===== src/rtl/jogador_automatico.sv =====
// -----------------------------------------------------------------------------
// jogador_automatico
//
// Automatic player for the circuito_exp5 sequence game. It sits on the
// player's side of the game interface, starts a game and then plays rounds
// 1..NUM_RODADAS. Round k replays the first k entries of a fixed 16-entry
// jogadas ROM on `chaves`. Each key is held for HOLD_CYCLES and followed by
// GAP_CYCLES of silence. ROUND_WAIT idle cycles precede every round. A
// deliberate wrong key can be injected in a chosen round. The game's
// pronto/acertou/errou are watched to report the outcome.
//
// Optional feature (macro JOGADOR_REINICIO_EN):
//   defined   - FIM restarts by itself after ROUND_WAIT cycles. It replays
//               with the same latched erro_rodada.
//   undefined - FIM waits for comecar.
//
// Ports:
//   clock         in   system clock
//   reset         in   asynchronous, active-high reset
//   comecar       in   start request, accepted only in OCIOSO or FIM
//   erro_rodada   in   [4:0] round (1..16) that gets a wrong key; 0 = never
//   pronto        in   game finished
//   acertou       in   game won
//   errou         in   game lost
//   iniciar       out  one-cycle start pulse to the game
//   chaves        out  [3:0] one-hot key drive, 0 when idle
//   rodada_atual  out  [3:0] current round, 0-based
//   jogada_atual  out  [3:0] current jogada within the round
//   ocupado       out  high except in OCIOSO and FIM
//   fim_ok        out  game reported a win
//   fim_erro      out  game reported a loss, or the watchdog expired
//   timeout       out  watchdog expired while waiting for the game
//
// All outputs are registered. They are decoded from the next state, so they
// change on the same clock edge as the state register.
// -----------------------------------------------------------------------------
module jogador_automatico #(
    parameter int HOLD_CYCLES    = 5,
    parameter int GAP_CYCLES     = 5,
    parameter int ROUND_WAIT     = 5,
    parameter int NUM_RODADAS    = 16,
    parameter int TIMEOUT_CYCLES = 64
) (
    input  logic       clock,
    input  logic       reset,
    input  logic       comecar,
    input  logic [4:0] erro_rodada,
    input  logic       pronto,
    input  logic       acertou,
    input  logic       errou,
    output logic       iniciar,
    output logic [3:0] chaves,
    output logic [3:0] rodada_atual,
    output logic [3:0] jogada_atual,
    output logic       ocupado,
    output logic       fim_ok,
    output logic       fim_erro,
    output logic       timeout
);

    typedef enum logic [2:0] {
        OCIOSO,
        INICIA,
        ESPERA_RODADA,
        PRESSIONA,
        SOLTA,
        AGUARDA_FIM,
        FIM
    } estado_t;

    localparam int         CNT_W         = 16;
    localparam logic [3:0] ULTIMA_RODADA = 4'(NUM_RODADAS - 1);

    localparam logic [3:0] ROM [16] = '{
        4'h1, 4'h2, 4'h4, 4'h8, 4'h4, 4'h2, 4'h1, 4'h1,
        4'h2, 4'h2, 4'h4, 4'h4, 4'h8, 4'h8, 4'h1, 4'h4
    };

    function automatic logic [3:0] rom_jogada(input logic [3:0] idx);
        return ROM[idx];
    endfunction

    // A one-hot value rotated by one position is always a different key.
    function automatic logic [3:0] rotaciona(input logic [3:0] v);
        return {v[2:0], v[3]};
    endfunction

    estado_t          estado_q, estado_d;
    logic [CNT_W-1:0] cnt_q, cnt_d;
    logic [3:0]       rodada_q, rodada_d;
    logic [3:0]       jogada_q, jogada_d;
    logic [4:0]       erro_q, erro_d;
    logic             fim_ok_q, fim_ok_d;
    logic             fim_erro_q, fim_erro_d;
    logic             timeout_q, timeout_d;
    logic             iniciar_q, iniciar_d;
    logic             ocupado_q, ocupado_d;
    logic [3:0]       chaves_q, chaves_d;
    logic             monitorando;
    logic             injeta;

    always_comb begin
        estado_d   = estado_q;
        cnt_d      = cnt_q + CNT_W'(1);
        rodada_d   = rodada_q;
        jogada_d   = jogada_q;
        erro_d     = erro_q;
        fim_ok_d   = fim_ok_q;
        fim_erro_d = fim_erro_q;
        timeout_d  = timeout_q;

        monitorando = (estado_q == ESPERA_RODADA) || (estado_q == PRESSIONA) ||
                      (estado_q == SOLTA)         || (estado_q == AGUARDA_FIM);

        case (estado_q)
            OCIOSO: begin
                rodada_d   = 4'd0;
                jogada_d   = 4'd0;
                fim_ok_d   = 1'b0;
                fim_erro_d = 1'b0;
                timeout_d  = 1'b0;
                if (comecar) begin
                    erro_d   = erro_rodada;
                    estado_d = INICIA;
                end
            end

            INICIA: begin
                estado_d = ESPERA_RODADA;
            end

            ESPERA_RODADA: begin
                if (cnt_q == CNT_W'(ROUND_WAIT - 1)) begin
                    jogada_d = 4'd0;
                    estado_d = PRESSIONA;
                end
            end

            PRESSIONA: begin
                if (cnt_q == CNT_W'(HOLD_CYCLES - 1)) begin
                    estado_d = SOLTA;
                end
            end

            SOLTA: begin
                if (cnt_q == CNT_W'(GAP_CYCLES - 1)) begin
                    if (jogada_q < rodada_q) begin
                        jogada_d = jogada_q + 4'd1;
                        estado_d = PRESSIONA;
                    end else if (rodada_q < ULTIMA_RODADA) begin
                        rodada_d = rodada_q + 4'd1;
                        estado_d = ESPERA_RODADA;
                    end else begin
                        estado_d = AGUARDA_FIM;
                    end
                end
            end

            AGUARDA_FIM: begin
                if (cnt_q == CNT_W'(TIMEOUT_CYCLES - 1)) begin
                    fim_erro_d = 1'b1;
                    timeout_d  = 1'b1;
                    estado_d   = FIM;
                end
            end

            FIM: begin
                if (comecar) begin
                    erro_d     = erro_rodada;
                    rodada_d   = 4'd0;
                    jogada_d   = 4'd0;
                    fim_ok_d   = 1'b0;
                    fim_erro_d = 1'b0;
                    timeout_d  = 1'b0;
                    estado_d   = INICIA;
                end
`ifdef JOGADOR_REINICIO_EN
                // Replay with the erro_rodada latched for the previous game.
                else if (cnt_q == CNT_W'(ROUND_WAIT - 1)) begin
                    rodada_d   = 4'd0;
                    jogada_d   = 4'd0;
                    fim_ok_d   = 1'b0;
                    fim_erro_d = 1'b0;
                    timeout_d  = 1'b0;
                    estado_d   = INICIA;
                end
`endif
            end

            default: begin
                estado_d = OCIOSO;
            end
        endcase

        // The game's verdict overrides any sequencing decision made above,
        // so a key being held is dropped on the very next edge. errou wins
        // over pronto.
        if (monitorando) begin
            if (errou) begin
                fim_ok_d   = 1'b0;
                fim_erro_d = 1'b1;
                timeout_d  = 1'b0;
                estado_d   = FIM;
            end else if (pronto) begin
                fim_ok_d   = acertou;
                fim_erro_d = ~acertou;
                timeout_d  = 1'b0;
                estado_d   = FIM;
            end
        end

        if (estado_d != estado_q) begin
            cnt_d = '0;
        end

        // Inject only on the last jogada of the selected round. A latched
        // value above the round count never matches, because rodada+1 <= 16.
        injeta = (erro_q == ({1'b0, rodada_d} + 5'd1)) && (jogada_d == rodada_d);

        iniciar_d = (estado_d == INICIA);
        ocupado_d = (estado_d != OCIOSO) && (estado_d != FIM);
        chaves_d  = 4'd0;
        if (estado_d == PRESSIONA) begin
            chaves_d = injeta ? rotaciona(rom_jogada(jogada_d)) : rom_jogada(jogada_d);
        end
    end

    always_ff @(posedge clock or posedge reset) begin
        if (reset) begin
            estado_q   <= OCIOSO;
            cnt_q      <= '0;
            rodada_q   <= 4'd0;
            jogada_q   <= 4'd0;
            erro_q     <= 5'd0;
            fim_ok_q   <= 1'b0;
            fim_erro_q <= 1'b0;
            timeout_q  <= 1'b0;
            iniciar_q  <= 1'b0;
            ocupado_q  <= 1'b0;
            chaves_q   <= 4'd0;
        end else begin
            estado_q   <= estado_d;
            cnt_q      <= cnt_d;
            rodada_q   <= rodada_d;
            jogada_q   <= jogada_d;
            erro_q     <= erro_d;
            fim_ok_q   <= fim_ok_d;
            fim_erro_q <= fim_erro_d;
            timeout_q  <= timeout_d;
            iniciar_q  <= iniciar_d;
            ocupado_q  <= ocupado_d;
            chaves_q   <= chaves_d;
        end
    end

    assign iniciar      = iniciar_q;
    assign chaves       = chaves_q;
    assign rodada_atual = rodada_q;
    assign jogada_atual = jogada_q;
    assign ocupado      = ocupado_q;
    assign fim_ok       = fim_ok_q;
    assign fim_erro     = fim_erro_q;
    assign timeout      = timeout_q;

endmodule


===== config.mk =====
export PLATFORM = sky130hd
export DESIGN_NAME = jogador_automatico
export DESIGN_NICKNAME = d
export VERILOG_FILES = /design/src/rtl/jogador_automatico.sv
export SDC_FILE = /design/constraint.sdc
export NUM_CORES = 1
export LEC_CHECK = 0
export CAP_MARGIN = 20
export CORE_ASPECT_RATIO = 0.9
export CORE_UTILIZATION = 33
export CTS_CLUSTER_SIZE = 40
export DETAILED_ROUTE_END_ITERATION = 10
export PLACE_DENSITY = 0.52
export SETUP_SLACK_MARGIN = 0.1
export SYNTH_ARGS = -nofsm -noshare
export SYNTH_HDL_FRONTEND = slang
export SYNTH_SLANG_ARGS = --single-unit

===== constraint.sdc =====
create_clock -name clock -period 5.2 [get_ports clock]
set_clock_uncertainty 0.05 [all_clocks]
set_input_delay 0.78 -clock clock [delete_from_list [all_inputs] [get_ports clock]]
set_output_delay 0.78 -clock clock [all_outputs]
set_load 0.02 [all_outputs]

==> After elaboration in Yosys (flattened, before gate mapping) <==
Memories as Yosys holds them, arrays and structs flattened.
Index checks and enable logic that the tools add are counted.
{ "classes": {"n_addsub": 4, "n_mul": 0, "n_div": 0, "n_lt_le_gt_ge": 3, "n_eq_ne": 14, "shifts": 0, "mux": 43, "n_bitwise": 2, "reduce_logical": 9} }
{ "op_table": {"columns": ["op", "n"], "rows": [
  ["$mux W4", 12],
  ["$mux W3", 10],
  ["$pmux W3 S6", 1],
  ["$add A16 B1 Y16 const B", 1],
  ["$eq A16 B3 Y1 const B", 1],
  ["$eq A16 B6 Y1 const B", 1],
  ["$mux W16", 1],
  ["$pmux W4 S4", 1],
  ["$mux W1", 14],
  ["$pmux W4 S3", 1],
  ["$eq A3 B2 Y1 const B", 3],
  ["$eq A3 B3 Y1 const B", 3],
  ["$add A4 B1 Y4 const B", 2],
  ["$eq A3 B1 Y1 const B", 2],
  ["$pmux W1 S3", 2],
  ["$add A4 B1 Y5 const B", 1],
  ["$eq A5 B5 Y1", 1],
  ["$ge A5 B5 Y1 const B", 1],
  ["$not A4 Y5", 1],
  ["$eq A4 B4 Y1", 1],
  ["$lt A4 B4 Y1", 1],
  ["$lt A4 B4 Y1 const B", 1],
  ["$logic_not A3 Y1", 1],
  ["$logic_or A1 B1 Y1", 3],
  ["8 further kinds", 9]
]} }
{ "word_totals": {"ff_bits": 41, "latchBits": 0, "ram_bits": 0, "romBits": 64, "in_bits": 11, "out_inout_bits": 17, "elab_cells": 87, "memories": 1} }
{ "mem_list": {"columns": ["name", "words", "word_bits", "read_ports", "rd_clocked_by_memory_dff", "wr", "line", "rtl"], "rows": [
  ["(name not given)", 16, 4, 1, 0, 0, "80", "return ROM[idx];"]
]} }

==> Logic depth before layout (Yosys ltp) <==
Gate-level depths: netlist of run 1.
{ "depth": {"word_depth": 10, "depth_mapped": 18} }

==> Worst setup path before layout of run 1 <==
No wires, ideal clock.
{ "synth_timing": {"path_type": "reg-to-reg", "startpoint": "reg cnt_q[10]", "endpoint": "reg chaves_q[2] (netlist: chaves[2])", "setup_ps": 82, "arrival_time_ps": 3691, "required_ps": 5068, "slack_ps": 1377, "path_stages_with_launch": 16, "path_buffers": 1, "period_less_slack_ps": 3823, "path_cell_list": "dfrtp_1 -> or4_4 -> or4_1 -> buf_2 -> o311a_1 -> nor2_1 -> inv_1 -> ha_1 -> nand2_1 -> nor2_1 -> o211ai_1 -> o311ai_2 -> nor3_2 -> nor3_4 -> or3b_1 -> a31oi_1"} }
{ "synth_rtl": {"columns": ["item", "line", "rtl"], "rows": [
  ["start: declaration", "89", "logic [CNT_W-1:0] cnt_q, cnt_d;"],
  ["start signal: assignment", "243", "cnt_q <= cnt_d;"],
  ["$eq A16 B3 Y1 (*)", "146", "if (cnt_q == CNT_W'(GAP_CYCLES - 1)) begin"],
  ["$mux W4 (*)", "146", null],
  ["$pmux W4 S3 (*)", "115", "case (estado_q)"],
  ["net rodada_d[1]", "90", "logic [3:0] rodada_q, rodada_d;"],
  ["$add A4 B1 Y5", "218", "injeta = (erro_q == ({1'b0, rodada_d} + 5'd1)) && (jogada_d == rodada_d);"],
  ["$eq A5 B5 Y1", "218", null],
  ["$logic_and A1 B1 Y1 (*)", "218", null],
  ["$mux W4 (*)", "224", "chaves_d = injeta ? rotaciona(rom_jogada(jogada_d)) : rom_jogada(jogada_d);"],
  ["$mux W4 (*)", "223", "if (estado_d == PRESSIONA) begin"],
  ["net chaves_d[2]", "98", "logic [3:0] chaves_q, chaves_d;"],
  ["end signal: assignment", "252", "chaves_q <= chaves_d;"],
  ["end: declaration", "98", null]
]} }
The timed path passes the listed nets; every way through them passes the cells marked *. The select of a mux whose other input is x is not followed.
A chain may end at the register's enable or synchronous reset.

==> Worst setup path after layout of run 1 <==
{ "layout_timing": {"startpoint": "reg cnt_q[6]", "endpoint": "reg chaves_q[2] (netlist: chaves[2])"} }
Same word-level chain as after synthesis.

==> results.py, run 1 <==
metrics = {
    "placed_design": {
        "hpwl_microns": 4694,
        "gp_congestion": 0.8041,
        "io_buffers": 27,
    },
    "critical_path": {
        "ff2ff_path_depth": 14,
        "cpPeakStageDelay_ns": 0.73,
        "critPathKind": "reg2reg",
        "crit_slowest_cell": "or4_1",
        "crit_required_ns": 5.36,
        "critPathLaunchType": "flip-flop",
        "cp_max_fo": 9,
        "endpoint_kind": "flip-flop",
        "path_cells": "or4_4 > or4_1 > o311a_1 > nor2_1 > inv_1 > ha_1 > nand2_1 > nor2_1 > o211ai_1 > o311ai_2 > nor3_2 > nor3_4 > or3b_1 > a31oi_1",
        "critPathArrivalTime_ns": 4.32,
        "cp_common_cell": "nor2_1",
    },
    "power": {
        "power.density_nw_per_um2": 405.5,
        "p_leak_nw": 1.297,
        "peakVddDrop_uv": 120.6,
    },
    "detailed_routing": {
        "ant_nets": 0,
        "drt_iter0_drc": 105,
        "vias": 2266,
        "first_pass_iters": 7,
        "viasPerCell": 5.370,
        "route.detailed.drc": 3,
        "wl_per_cell_microns": 15.13,
        "drt-total-wl_microns": 6383,
    },
    "grt": {
        "antenna_found_initial": 0,
        "gr-usage-all-layers_pct": 15.88,
        "grt_pass1_wl_microns": 10750,
        "grt_pass1_vias": 2149,
        "grt_max_degree": 42,
        "overflow": 0,
    },
    "sta": {
        "fin_setup_tns_ns": 0,
        "setup_viol": 0,
        "max_freq_mhz": 240.2,
        "tightest_slew_ns": 1.019,
        "min_period_ns": 4.163,
        "fin_crit_sh_pct": 80.06,
        "rsz0062_at_grt": "false",
        "slew_viol_final": 0,
        "hold_violations": 0,
        "maxSlewHeadroom_pct": 31.91,
    },
    "clocking": {
        "path_clk_slew_ns": 0.08,
        "post_cts_resized": 0,
        "cts_setup_buffers": 0,
        "cts_hold_buf": 0,
        "tritoncts": "built",
        "h-tree-depth": 2,
        "ctsLongestPathBuffers": 2,
        "clock_sinks": 41,
        "cts_root_buffer": "clkbuf_8",
        "clock_latency_ns": 0.29,
        "cts_made_buffers": 5,
    },
    "floorplanning": {
        "rows": 31,
        "die_area_sq_um": 8641,
        "dieWidth_microns": 97.88,
        "initial_utilization_pct": 34.00,
        "coreArea_sq_um": 8029,
        "ios": 28,
        "die_h_microns": 88.29,
    },
    "yosys": {
        "synth_area_leaders": "dfrtp_1 38%, nor2_1 4.5%, xor2_1 3.8%",
        "synth_cell_type_count": 64,
        "async_flop_share_pct": 100.0,
        "avgSynthCellArea_sq_um": 9.318,
        "synth_warnings": 0,
        "synthCells": 293,
        "synth.largest_area_cell": "dfrtp_1",
        "synth_edf_count": 0,
        "ys_seq_area_share_pct": 37.58,
        "synthesis.area_sq_um": 2730,
        "synth_fp_nets": 312,
        "ys_ff_latch": 41,
        "synth_ff_type": "dfrtp_1",
        "synth_top_cell_area_share_pct": 37.58,
    },
    "final_layout": {
        "fillerInstances": 821,
        "layout-drive-gt1-share_pct": 11.46,
        "syn_to_final_growth_pct": 18.06,
        "final_cell_mix": "41 x dfrtp_1, 33 x nor2_1, 27 x clkdlybuf4s50_1",
        "final_util_pct": 40.14,
        "final_common_cell": "dfrtp_1",
        "antennaDiodeCount": 0,
        "nets": 341,
    },
    "min_path": {
        "hold_path_class": "reg2reg",
        "hold-path-cell-count": 1,
    },
    "status": {
        "outcome": "complete, but fails checks",
        "violations": "DRC",
    },
    "run": {
        "cap_viol_max_count": 0,
    },
}
## synthesized netlist by cell type (3+ instances only)
master and n:
mux2_2 5, nand2b_1 9, a211o_1 4, nand3_1 15, and3_1 6, o21ai_1 7
clkbuf_1 4, o21a_1 3, nor2_1 33, a31oi_1 5, dfrtp_1 41, nand2_1 24
o21ai_0 3, or4_1 4, nor4_1 3, xnor2_1 7, o211ai_1 7, nand3b_1 3
ha_1 8, xor2_1 12, inv_1 14, nor3_1 8, a21oi_1 10, or4_4 4
o22ai_1 4
## sequential cells by signal, summed over array words and instances (netlist names)
signal and count:
iniciar 1, rodada_atual 4, fim_ok 1, ocupado 1, cnt_q 16, fim_erro 1, estado_q 3, timeout 1
jogada_atual 4, chaves 4, erro_q 5
## per-stage QoR
stage	hold WS [ns]	worst slack, ns	area, sq um	power (W)	std cells
6_report	0.4827	1.037	3223	0.001307	422
5_1_grt	0.5173	0.7704	3223	0.001410	422
4_1_cts	0.4902	1.042	3216	0.001318	421
3_5_place_dp	0.4692	1.050	3099	0.001037	413
3_3_place_gp	0.4584	1.118	3099	0.001035	413
2_1_floorplan	0.4245	1.377	2730	0.0008855	293
## cell families (layout without fill, tap and decap cells)
group                      Yosys count  in the layout  share of synthesized area (%)
AOI/OAI and AO/OA                   66             66                          19.80
and+or+nand+nor                    127            127                          25.44
DFF                                 41             41                          37.58
adders and majority gates            8              8                          3.667
buffers and inverters               23             53                          3.437
muxes                                7              7                          2.795
xor gates and xnor gates            21             21                          7.287
## worst max-delay path: cells and delay by family, from the launching register on
| kind | cells | cell delay, ns |
|---|---|---|
| AO/OA/AOI/OAI | 4 | 0.86 |
| adder cells (fa/ha/maj) | 1 | 0.25 |
| buffers and inverters | 1 | 0.09 |
| flip-flops | 1 | 0.43 |
| AND/OR/NAND/NOR | 8 | 2.40 |
## final timing paths
kind | start | to | slack [ns]
setup reg to reg | cnt_q[6] | chaves[2] | 1.04
hold / removal | cnt_q[0] | cnt_q[0] | 0.48
min in group asynchronous | reset | erro_q[3] | 0.83
setup / recovery | cnt_q[6] | chaves[2] | 1.04
hold reg to reg | cnt_q[0] | cnt_q[0] | 0.48
max in group asynchronous | reset | cnt_q[14] | 3.85
## layout make-up
| type | count | area (sq um) | area share, % |
|---|---|---|---|
| multi-input cells | 229 | 1610 | 49.96 |
| flip-flops and latches | 41 | 1026 | 31.83 |
| repair buffers | 29 | 285.3 | 8.851 |
| well taps | 99 | 123.9 | 3.843 |
| clock buffers | 7 | 86.33 | 2.679 |
| inverters | 16 | 61.31 | 1.902 |
| clock inverters | 1 | 30.03 | 0.9317 |
## power by group
part	leakage (nW)	internal [W]	switching (W)
logic	0.691	0.000230	0.000345
registers	0.547	0.000377	0.0000787
clock network	0.0585	0.000157	0.000120
total	1.30	0.000764	0.000543
## routing by layer
| metal | wire length [microns] | global-route usage [%] | up-vias |
|---|---|---|---|
| li1 | - | - | 1134 |
| met1 | 3242 | 22.28 | 1087 |
| met2 | 2841 | 24.97 | 41 |
| met3 | 233 | 3.081 | 4 |
| met4 | 65 | 4.683 | 0 |
| met5 | 0 | 0 | - |
Power figures use the tool's default switching activity.
==> run 2, diff against run 1 <==
--- a/config.mk
+++ b/config.mk
@@ -10,7 +10,7 @@
 export CORE_UTILIZATION = 33
 export CTS_CLUSTER_SIZE = 40
 export DETAILED_ROUTE_END_ITERATION = 10
-export PLACE_DENSITY = 0.52
+export PLACE_DENSITY = 0.54
 export SETUP_SLACK_MARGIN = 0.1
 export SYNTH_ARGS = -nofsm -noshare
 export SYNTH_HDL_FRONTEND = slang
==> constraint.sdc (replaced) <==
create_clock -name clock -period 3.6 [get_ports clock]
set_clock_uncertainty 0.05 [all_clocks]
set_input_delay 0.54 -clock clock [delete_from_list [all_inputs] [get_ports clock]]
set_output_delay 0.54 -clock clock [all_outputs]
set_load 0.02 [all_outputs]
==> run 2 against run 1 <==
The run still ends with DRC left. Utilization up 6.3 points. Clock power up 43%. First-iteration DRC count up 56%. Combinational power up 86%. Sequential power up 43%. Cell count up 12%. Highest routed layer unchanged.
==> results.py, run 2 (same netlist as run 1, synthesis figures left out) <==
metrics = {
    "sta": {
        "max_freq_mhz": 278.2,
        "setup_viol": 0,
        "min_period_ns": 3.594,
        "fin_crit_sh_pct": 99.83,
        "hold_slack_ns": 0.4813,
        "tightest_slew_ns": 0.5396,
        "maxSlewHeadroom_pct": 64.03,
        "slew_viol_final": 0,
        "hold_violations": 0,
        "rsz0062_at_grt": "true",
        "fin_setup_tns_ns": 0,
    },
    "floorplanning": {
        "coreArea_sq_um": 8029,
        "ios": 28,
        "initial_utilization_pct": 34.00,
        "die_h_microns": 88.29,
        "rows": 31,
        "dieWidth_microns": 97.88,
        "die_area_sq_um": 8641,
    },
    "power": {
        "peakVddDrop_uv": 282.1,
        "p_leak_nw": 1.574,
        "power_w": 0.002119,
        "power.density_nw_per_um2": 568.4,
    },
    "critical_path": {
        "regToRegStartpoint": "cnt_q[4]",
        "critPathKind": "reg2reg",
        "crit_required_ns": 3.77,
        "ff2ff_path_depth": 14,
        "endpoint_kind": "flip-flop",
        "cp_max_fo": 4,
        "reg2reg_setup_slack_ns": 0.006,
        "cp-startpoint": "cnt_q[4]",
        "critPathArrivalTime_ns": 3.76,
        "reg2reg_to": "chaves[2]",
        "critPathLaunchType": "flip-flop",
    },
    "grt": {
        "grt_pass1_wl_microns": 11760,
        "gr-usage-all-layers_pct": 17.42,
        "gr-usage-met2_pct": 25.67,
        "grt_busiest_layer": "met1",
        "grt_use_met1_pct": 25.98,
        "overflow": 0,
        "use_met3_pct": 2.765,
        "grt_max_degree": 42,
        "antenna_found_initial": 0,
        "grt_pass1_vias": 2358,
    },
    "clocking": {
        "tritoncts": "built",
        "cts_hold_buf": 0,
        "clock_sinks": 41,
        "cts_root_buffer": "clkbuf_8",
        "ctsLongestPathBuffers": 2,
        "clock_latency_ns": 0.30,
        "cts_made_buffers": 5,
        "path_clk_slew_ns": 0.08,
        "h-tree-depth": 2,
    },
    "min_path": {
        "hold_path.startpoint": "cnt_q[0]",
        "hold-path-cell-count": 1,
        "hold_path_end": "cnt_q[0]",
        "hold_path_class": "reg2reg",
    },
    "final_layout": {
        "layout-drive-gt1-share_pct": 27.96,
        "final_common_cell": "buf_4",
        "nets": 390,
        "fillerInstances": 770,
        "stdcell_count": 471,
        "regMostFlops": "cnt_q",
        "final_cell_mix": "47 x buf_4, 41 x dfrtp_1, 31 x nor2_1",
        "syn_to_final_growth_pct": 36.53,
        "antennaDiodeCount": 0,
        "top_regs": "cnt_q (16), erro_q (5)",
        "largest_reg_flops": 16,
    },
    "detailed_routing": {
        "wl_per_cell_microns": 15.66,
        "viasPerCell": 5.327,
        "vias": 2509,
        "drt-total-wl_microns": 7378,
        "ant_nets": 0,
        "first_pass_iters": 8,
        "drt_iter0_drc": 164,
        "route.detailed.drc": 3,
    },
    "placed_design": {
        "io_buffers": 27,
        "gp_congestion": 0.8851,
        "place_inst": 449,
        "hpwl_microns": 5059,
    },
    "status": {
        "outcome": "complete, but fails checks",
        "violations": "DRC",
    },
    "run": {
        "cap_viol_max_count": 0,
    },
}
-- run 2: cell count changes in the layout (fill, tap and decap cells not counted), moves of 2 or more --
cell	previous run	this run
or4_4	4	7
buf_6	0	2
or4_1	4	1
nor2_4	0	2
nor2_1	33	31
buf_4	1	47
-- run 2: timing repair --
action | in CTS | in global routing
endpoints found under the setup margin | 16 | 20
setup buffers | 8 | 4
cloned | 1 | 1
pin swaps | 9 | 11
gates resized for setup | 6 | 16
-- run 2: cell type report --
type | instances | area, sq um | share of cell area (%)
inverter | 16 | 61.31 | 1.645
timing repair buffer | 76 | 645.6 | 17.32
clock buffer | 6 | 82.58 | 2.216
clock inverter | 2 | 37.54 | 1.007
multi-input combinational | 231 | 1750 | 46.96
tap | 99 | 123.9 | 3.323
sequential | 41 | 1026 | 27.53
-- run 2: worst max path at each step --
stage / end
global route: chaves[2]
finish: chaves[2]
global placement: chaves[0]
detailed placement: chaves[2]
CTS: chaves[2]
floorplan: chaves[2]
-- run 2: report_power, final --
group          total, W  leakage, nW  internal (W)  switching, W
combinational   0.00107        0.969      0.000457      0.000613
sequential     0.000652        0.547      0.000545      0.000108
clock          0.000396       0.0574      0.000226      0.000171
-- run 2: per-layer routing --
layer	vias to the layer above	routed length [microns]
li1	1230	-
met1	1207	3677
met2	61	3238
met3	11	313
met4	0	148
met5	-	0
-- run 2: worst max-delay path: stages (launching register included) --
cell and delay [ns]:
dfrtp_1 0.38, or4_4 0.54, or4_4 0.59, o311a_4 0.39, nor2_4 0.10, inv_2 0.06
ha_4 0.17, nand2_2 0.07, nor2_2 0.04, o211ai_1 0.10, o311ai_2 0.17, nor3_4 0.25
nor3_2 0.10, or3b_1 0.36, a31oi_1 0.13
-- run 2: per-stage QoR --
stage | area (sq um) | util (%) | setup slack, ns
after global placement | 3383 | 42.14 | -0.04651
after CTS | 3618 | 45.07 | 0.02594
after global routing | 3727 | 46.42 | -0.1630
after floorplan | 2750 | - | -0.007246
final | 3727 | 46.42 | 0.006000
after detailed placement | 3383 | 42.14 | -0.07473
